==> src/rtl/seq_to_stream_if.sv <==
// seq_to_stream_if: bus bundle for seq_to_stream.
//   in_data  : staggered chunked input word (chunk c = coefs [c*IN_NB/SEQ +: IN_NB/SEQ])
//   in_vld   : per-coefficient valid of the chunked input
//   in_rdy   : per-coefficient ready (chunk 0 = slot free, later chunks always 1)
//   out_data : reassembled word
//   out_vld  : stream valid
//   out_rdy  : stream ready
//   seq_err  : one-cycle pulse on a chunk sequencing violation
// master = producer/consumer side (drives input chunks and out_rdy), slave = seq_to_stream.
interface seq_to_stream_if #(
    parameter int unsigned WIDTH = 8,
    parameter int unsigned IN_NB = 8
);
    logic [IN_NB*WIDTH-1:0] in_data;
    logic [IN_NB-1:0]       in_vld;
    logic [IN_NB-1:0]       in_rdy;
    logic [IN_NB*WIDTH-1:0] out_data;
    logic                   out_vld;
    logic                   out_rdy;
    logic                   seq_err;

    modport master (
        output in_data, in_vld, out_rdy,
        input  in_rdy, out_data, out_vld, seq_err
    );

    modport slave (
        input  in_data, in_vld, out_rdy,
        output in_rdy, out_data, out_vld, seq_err
    );
endinterface

==> src/rtl/seq_to_stream.sv <==
// seq_to_stream: collects words arriving as SEQ staggered chunks (chunk k exactly k cycles
// after chunk 0), buffers up to DEPTH complete words and re-emits each as one rdy/vld beat.
// Ports:
//   clk      : clock
//   a_rst_n  : asynchronous active-low reset
//   bus      : seq_to_stream_if.slave (in_data/in_vld/in_rdy chunked input,
//              out_data/out_vld/out_rdy stream output, seq_err violation pulse)
// Chunks 1..SEQ-1 cannot be stalled, so a slot is reserved as soon as chunk 0 is accepted
// and a tracker shift register tells each later chunk which slot it belongs to.
module seq_to_stream #(
    parameter int unsigned WIDTH = 8,
    parameter int unsigned IN_NB = 8,
    parameter int unsigned SEQ   = 2,
    parameter int unsigned DEPTH = 4
) (
    input logic            clk,
    input logic            a_rst_n,
    seq_to_stream_if.slave bus
);
    localparam int unsigned CW  = IN_NB / SEQ;        // coefficients per chunk
    localparam int unsigned CDW = CW * WIDTH;         // bits per chunk
    localparam int unsigned DW  = IN_NB * WIDTH;
    localparam int unsigned AW  = $clog2(DEPTH);
    localparam int unsigned TRK = (SEQ > 1) ? SEQ - 1 : 1;
    localparam logic [AW:0] FULL = (AW+1)'(DEPTH);

    if (IN_NB % SEQ != 0) begin : g_bad_seq
        $fatal(1, "seq_to_stream: SEQ must divide IN_NB");
    end
    if (DEPTH < 2 || (DEPTH & (DEPTH - 1)) != 0) begin : g_bad_depth
        $fatal(1, "seq_to_stream: DEPTH must be a power of 2 and >= 2");
    end

    logic [AW-1:0] wr_ptr_q, wr_ptr_d;
    logic [AW-1:0] rd_ptr_q, rd_ptr_d;
    logic [AW:0]   rsv_q, rsv_d;       // slots reserved (accepted, not yet popped)
    logic [AW:0]   cmp_q, cmp_d;       // slots fully written, not yet popped
    logic [TRK-1:0] trk_vld_q, trk_vld_d;
    logic [AW-1:0]  trk_slot_q [TRK];
    logic [AW-1:0]  trk_slot_d [TRK];
    logic           seq_err_q, seq_err_d;

    logic [DW-1:0]  mem_q [DEPTH];

    logic [SEQ-1:0] chunk_vld;
    logic           rdy0;
    logic           acc;
    logic           pop;
    logic           done;

    // Ready depends only on the registered count: a pop while full frees the slot next cycle.
    assign rdy0         = rsv_q < FULL;
    assign bus.out_vld  = cmp_q != '0;
    assign bus.out_data = mem_q[rd_ptr_q];
    assign bus.seq_err  = seq_err_q;

    always_comb begin
        bus.in_rdy         = '1;
        bus.in_rdy[CW-1:0] = {CW{rdy0}};
    end

    always_comb begin
        chunk_vld = '0;
        for (int unsigned k = 0; k < SEQ; k++) begin
            chunk_vld[k] = bus.in_vld[k*CW];
        end

        acc  = chunk_vld[0] & rdy0;
        pop  = (cmp_q != '0) & bus.out_rdy;
        // A slot completes when its last chunk is due, whether or not that chunk showed up.
        done = (SEQ == 1) ? acc : trk_vld_q[TRK-1];

        wr_ptr_d = wr_ptr_q + AW'(acc);
        rd_ptr_d = rd_ptr_q + AW'(pop);
        rsv_d    = rsv_q + (AW+1)'(acc) - (AW+1)'(pop);
        cmp_d    = cmp_q + (AW+1)'(done) - (AW+1)'(pop);

        trk_vld_d     = '0;
        trk_vld_d[0]  = acc;
        trk_slot_d[0] = wr_ptr_q;
        for (int unsigned j = 1; j < TRK; j++) begin
            trk_vld_d[j]  = trk_vld_q[j-1];
            trk_slot_d[j] = trk_slot_q[j-1];
        end

        // Chunk k must arrive exactly when tracker stage k-1 holds a slot.
        seq_err_d = 1'b0;
        for (int unsigned k = 1; k < SEQ; k++) begin
            if (chunk_vld[k] != trk_vld_q[k-1]) begin
                seq_err_d = 1'b1;
            end
        end
    end

    always_ff @(posedge clk or negedge a_rst_n) begin
        if (!a_rst_n) begin
            wr_ptr_q  <= '0;
            rd_ptr_q  <= '0;
            rsv_q     <= '0;
            cmp_q     <= '0;
            trk_vld_q <= '0;
            for (int unsigned j = 0; j < TRK; j++) begin
                trk_slot_q[j] <= '0;
            end
            seq_err_q <= 1'b0;
        end else begin
            wr_ptr_q  <= wr_ptr_d;
            rd_ptr_q  <= rd_ptr_d;
            rsv_q     <= rsv_d;
            cmp_q     <= cmp_d;
            trk_vld_q <= trk_vld_d;
            for (int unsigned j = 0; j < TRK; j++) begin
                trk_slot_q[j] <= trk_slot_d[j];
            end
            seq_err_q <= seq_err_d;
        end
    end

    // Slot storage carries no reset; a dropped late chunk leaves the slot chunk stale.
    always_ff @(posedge clk) begin
        if (acc) begin
            mem_q[wr_ptr_q][0 +: CDW] <= bus.in_data[0 +: CDW];
        end
        for (int unsigned k = 1; k < SEQ; k++) begin
            if (chunk_vld[k] && trk_vld_q[k-1]) begin
                mem_q[trk_slot_q[k-1]][k*CDW +: CDW] <= bus.in_data[k*CDW +: CDW];
            end
        end
    end

    always_ff @(posedge clk) begin
        if (a_rst_n) begin
            for (int unsigned k = 0; k < SEQ; k++) begin
                assert (bus.in_vld[k*CW +: CW] == {CW{bus.in_vld[k*CW]}})
                    else $error("seq_to_stream: in_vld bits of chunk %0d disagree", k);
            end
        end
    end
endmodule

==> src/flat_wrapper.sv <==
// flat-port wrapper written by rule: the top's interface ports become plain ports
module seq_to_stream_flat 
#(
    parameter int unsigned WIDTH = 8,
    parameter int unsigned IN_NB = 8,
    parameter int unsigned SEQ   = 2,
    parameter int unsigned DEPTH = 4
)
  (clk, a_rst_n, bus_in_data, bus_in_vld, bus_out_rdy, bus_in_rdy, bus_out_data, bus_out_vld, bus_seq_err);
  seq_to_stream_if #(.WIDTH(WIDTH), .IN_NB(IN_NB)) bus_i ();
  input logic clk;
  input logic a_rst_n;
  input wire logic [$bits(bus_i.in_data)-1:0] bus_in_data;
  input wire logic [$bits(bus_i.in_vld)-1:0] bus_in_vld;
  input wire logic [$bits(bus_i.out_rdy)-1:0] bus_out_rdy;
  output wire logic [$bits(bus_i.in_rdy)-1:0] bus_in_rdy;
  output wire logic [$bits(bus_i.out_data)-1:0] bus_out_data;
  output wire logic [$bits(bus_i.out_vld)-1:0] bus_out_vld;
  output wire logic [$bits(bus_i.seq_err)-1:0] bus_seq_err;
  assign bus_i.in_data = bus_in_data;
  assign bus_i.in_vld = bus_in_vld;
  assign bus_i.out_rdy = bus_out_rdy;
  assign bus_in_rdy = bus_i.in_rdy;
  assign bus_out_data = bus_i.out_data;
  assign bus_out_vld = bus_i.out_vld;
  assign bus_seq_err = bus_i.seq_err;
  seq_to_stream #(.WIDTH(WIDTH), .IN_NB(IN_NB), .SEQ(SEQ), .DEPTH(DEPTH)) u_core (.clk(clk), .a_rst_n(a_rst_n), .bus(bus_i));
endmodule
==> config.mk <==
export PLATFORM = sky130hd
export DESIGN_NAME = seq_to_stream_flat
export DESIGN_NICKNAME = d
export VERILOG_FILES = /design/src/rtl/seq_to_stream_if.sv /design/src/rtl/seq_to_stream.sv /design/src/flat_wrapper.sv
export SDC_FILE = /design/constraint.sdc
export NUM_CORES = 1
export LEC_CHECK = 0
export ABC_CLOCK_PERIOD_IN_PS = 6100
export BUFFER_PORTS_ARGS = -buffer_cell sky130_fd_sc_hd__buf_2
export CORE_ASPECT_RATIO = 0.6
export CORE_MARGIN = 5
export CORE_UTILIZATION = 61
export CTS_CLUSTER_SIZE = 10
export DETAILED_ROUTE_END_ITERATION = 8
export MAX_ROUTING_LAYER = met4
export PLACE_DENSITY = 0.86
export SLEW_MARGIN = 20
export SYNTH_ARGS = -nofsm -noshare
export SYNTH_HDL_FRONTEND = slang
export SYNTH_SLANG_ARGS = --single-unit
export TNS_END_PERCENT = 20
==> constraint.sdc <==
create_clock -name clk -period 6.1 [get_ports clk]
set_input_delay 0.61 -clock clk [delete_from_list [all_inputs] [get_ports clk]]
set_output_delay 0.61 -clock clk [all_outputs]
set_load 0.1 [all_outputs]
== Word level (Yosys, flattened, before mapping) ==
Memory sizes are Yosys's and may differ from the RTL's.
Index checks and enable logic that the tools add are counted.

* Register bits: 14
* RAM bits: 256
* Output and inout bits: 74
* Word-level logic and storage cells: 25
* Memories kept: 1

{| class="wikitable"
|+ Memory list
! memory !! words !! width !! rd ports !! clocked after memory_dff !! wr ports !! line !! RTL
|-
| u_core.mem_q || 4 || 64 || 1 || 0 || 2 || seq_to_stream.sv:43 || <nowiki>logic [DW-1:0] mem_q [DEPTH];</nowiki>
|}

* Add/subtract/negate cells: 6
* Order comparisons: 1
* Equality and inequality tests: 1
* Muxes and demuxes: 5
* Bitwise operators: 2
* Reduce and logical (&&, ||, !) cells: 2

{| class="wikitable"
|+ Operators by type and width
! kind !! count
|-
| adder 3 x 1 -> 3 bit || 2
|-
| subtractor 3 x 1 -> 3 bit || 2
|-
| 2-to-1 mux 1 bit || 5
|-
| adder 2 x 1 -> 2 bit || 2
|-
| less-than comparator 3 bit (second input constant) || 1
|-
| nonzero test 3 bit || 1
|-
| bitwise AND 1 bit || 2
|-
| logical AND 1 bit || 1
|-
| inequality test 1 bit || 1
|}

== Logic depth before layout (Yosys ltp) ==
* Depth in word-level cells: 4
* Mapped depth: 7
* Gate-level depth less buffers: 7

== Worst setup path before layout ==
No wires, ideal clock.

* Path type: input port to flip-flop
* Start: input bus_in_vld[0]
* End: memory u_core.mem_q[0][0] (netlist name) (enable)
* Setup time: 0.468 ns
* Arrival time: 3.319 ns
* Required time: 5.632 ns
* Slack: 2.314 ns
* Stages on the path: 2
* Cells stage by stage: nor2b_1 -> nor3b_1

{| class="wikitable"
|+ RTL lines
! what !! line !! RTL
|-
| from (decl) || flat_wrapper.sv:14 || <nowiki>input wire logic [$bits(bus_i.in_vld)-1:0] bus_in_vld;</nowiki>
|-
| to (decl) || seq_to_stream.sv:43 ||
|}

== Final worst setup path ==
* Start: register u_core.rd_ptr_q[0]
* End: output bus_out_data[20]

* Cells in the longest elaborated chain, start to end: 1

{| class="wikitable"
|+ RTL lines
! what !! line !! RTL
|-
| from (decl) || seq_to_stream.sv:35 || <nowiki>logic [AW-1:0] rd_ptr_q, rd_ptr_d;</nowiki>
|-
| from (signal assigned) || seq_to_stream.sv:108 || <nowiki>rd_ptr_q <= rd_ptr_d;</nowiki>
|-
| memory read (4 x 64 bit) || -- ||
|-
| to (decl) || flat_wrapper.sv:17 || <nowiki>output wire logic [$bits(bus_i.out_data)-1:0] bus_out_data;</nowiki>
|}

Every way passes these cells.

==> results.cfg <==
[logic_synthesis]
synth-compound-area-share = 0.00214
ys_seq_elements = 270
synth_top_family_by_area = multiplexers
synth_most_common_cell = edfxtp_1
async_reset_ff_frac = 0.0519
synth.avg_cell_area_sq_um = 25.4
syn_inst = 392
ys.flop_type = edfxtp_1
synth_area_leader_cell = edfxtp_1
synthAdderAreaFrac = 0.00906
synth.area.mux_share = 0.146
ys_warn_count = 0
synth_edf_count = 256
synthTopCellsByCount = edfxtp_1 (256), mux4_2 (64), dfrtp_1 (14)
synth_area_sq_um = 9940
ys_types = 25
synth_xor_xnor_area_share = 0.00705
synth_top_area_frac = 0.774
synth-simple-area-share = 0.00844
yosysSeqAreaShare = 0.809
synth.area.top_cells = edfxtp_1 (77%), mux4_2 (15%), dfrtp_1 (3.5%), buf_4 (0.76%), xnor2_1 (0.62%)

[timing]
fmax_mhz = 277
final-max-slew-violation-count = 0
finalSetupViolCount = 0
fin_crit_sh = 0.592
rsz0062_at_grt = no
hold_viol_final = 0
relSlewSlack = 0.316
tightest_slew_ns = 1.02
setup-tns-final_ns = 0
skew_ns = 0.0107
min_period_ns = 3.61

[cells_and_area]
antenna_cells = 0
syn2layout_area_growth_pct = 17.0
num-nets-final = 629
fillCellCount = 944
drive_gt1_frac = 0.444

[cts]
cts_buffer_depth = 3
clock_sinks = 270
clk_latency_ns = 0.52
cts_root_buf = clkbuf_16
cts_htree_levels = 1
clk_pin_slew_ns = 0.05
cts_buffers = 30
tritoncts = done

[floorplanning]
core_area_sq_um = 16100
rows = 36
die_area_sq_um = 19000
start_util = 0.616
die_y_um = 109
io_pins = 149
die_w_um = 175

[routing]
first_iter_violations = 441
drc = 0
first_pass_iters = 5
ant_nets = 0
wire_per_inst_um = 22.4
vias = 4494
vias_per_cell = 5.85
wl_mm = 17.2

[critical_path]
worstPathMaxFanout = 40
crit_chain = buf_4 -> mux4_2 -> buf_2
critical_path.top_delay_family = flip-flops
startpoint_type = register
critical_path_arrival_ns = 3.00
crit_required_ns = 5.49
crit_type = register to output port
endpoint_kind = output port
cp_num_buf_inv = 2
worst_path_max_delay_cell = dfrtp_4
slowest_delay_ns = 0.93

[run]
maxCapViolCount = 0

[placed_design]
gp_congestion = 0.704
io_buffers = 138
place_hpwl_mm = 10.5

[global_route]
grt_pass1_wl_mm = 27.0
track_usage = 0.192
overflow = 0
antenna_found_initial = 0
grt_pass1_vias = 4778
grt_max_degree = 41

[worst_hold_path]
hold_class = input pin to register

[outcome]
status = finished, final reports clean
## area by class of cell
| type | instances | area [sq um] | area share |
|---|---|---|---|
| repair buffers | 143 | 731 | 0.0628 |
| well taps | 209 | 262 | 0.0225 |
| clock buffers | 43 | 821 | 0.0706 |
| flip-flops and latches | 270 | 8040 | 0.692 |
| inverters | 4 | 15.0 | 0.00129 |
| multi-input cells | 99 | 1760 | 0.151 |
## flip-flops by register name (all words and copies together), names as in the netlist
name / cells
u_core.rsv_q: 3
u_core.rd_ptr_q: 2
u_core.cmp_q: 3
u_core.trk_slot_q: 2
u_core.bus.seq_err: 1
u_core.mem_q: 256
u_core.done: 1
u_core.trk_slot_d: 2
## logic make-up (layout without fill, tap and decap cells)
logic type | Yosys count | after routing
DFF | 270 | 270
muxes | 65 | 65
buffers and inverters | 26 | 190
and+or+nand+nor | 13 | 13
xor gates and xnor gates | 8 | 8
adders and majority gates | 6 | 6
AOI/OAI and AO/OA | 3 | 3
other | 1 | 4
## per-layer routing
metal	GRT usage	vias up	part of all wire
met5	-	-	0
met4	0.0476	0	0.019
met3	0.0381	29	0.063
met2	0.299	182	0.49
met1	0.271	2329	0.43
li1	-	1954	-
## cell usage in the layout (no fill, tap or decap), types with 2 or more instances in the layout
cell type  synthesis  layout
clkbuf_16          0      31
mux4_2            64      64
inv_1              4       4
clkbuf_1           1      12
buf_2              6     138
fa_1               2       2
ha_1               4       4
and3b_2            0       3
edfxtp_1         256     256
dfrtp_1           14      12
nor3b_2            0       2
xnor2_1            7       7
and3_2             0       2
conb_1             1       4
buf_4             10       4
## repair_timing
item / CTS / global route
gates resized for setup: 0 / 0
hold buffers: 1 / 0
hold endpoints to repair: 14 / 0
buffers inserted: 0 / 0
## path summary, 6_finish.rpt
check | start | end | depth (start not counted) | slack [ns]
worst max-delay path | u_core.rd_ptr_q[0] | bus_out_data[20] | 3 | 2.49
worst min-delay path | bus_in_data[20] | u_core.mem_q[0][20] | 1 | 0.30
worst max register to register | u_core.cmp_q[0] | u_core.rsv_q[2] | 7 | 3.97
worst min register to register | u_core.trk_slot_d[1] | u_core.trk_slot_q[1] | 0 | 0.50
max in group asynchronous | a_rst_n | u_core.rd_ptr_q[0] | 2 | 5.33
min in group asynchronous | a_rst_n | u_core.cmp_q[0] | 2 | 0.51
## worst reg2reg max path, cell delays in order, from the launching register on
cell and delay [ns]:
dfrtp_1 0.43, o31ai_1 0.50, xnor2_1 0.20, ha_1 0.17, inv_1 0.05, fa_1 0.37, xnor2_1 0.19, xnor2_1 0.14
## per-stage QoR
stage,hold WS [ns],util,instance area (sq um),setup slack (ns),instances
floorplan,0.314,-,9950,2.31,395
global placement,0.453,0.669,10800,2.93,724
detailed placement,0.489,0.669,10800,2.93,724
CTS,0.272,0.721,11600,2.37,768
global route,0.279,0.721,11600,2.20,768
finish,0.300,0.721,11600,2.49,768
Power is not shown: default switching activity piles up to over one toggle a cycle in this logic, so the estimate is an artifact.
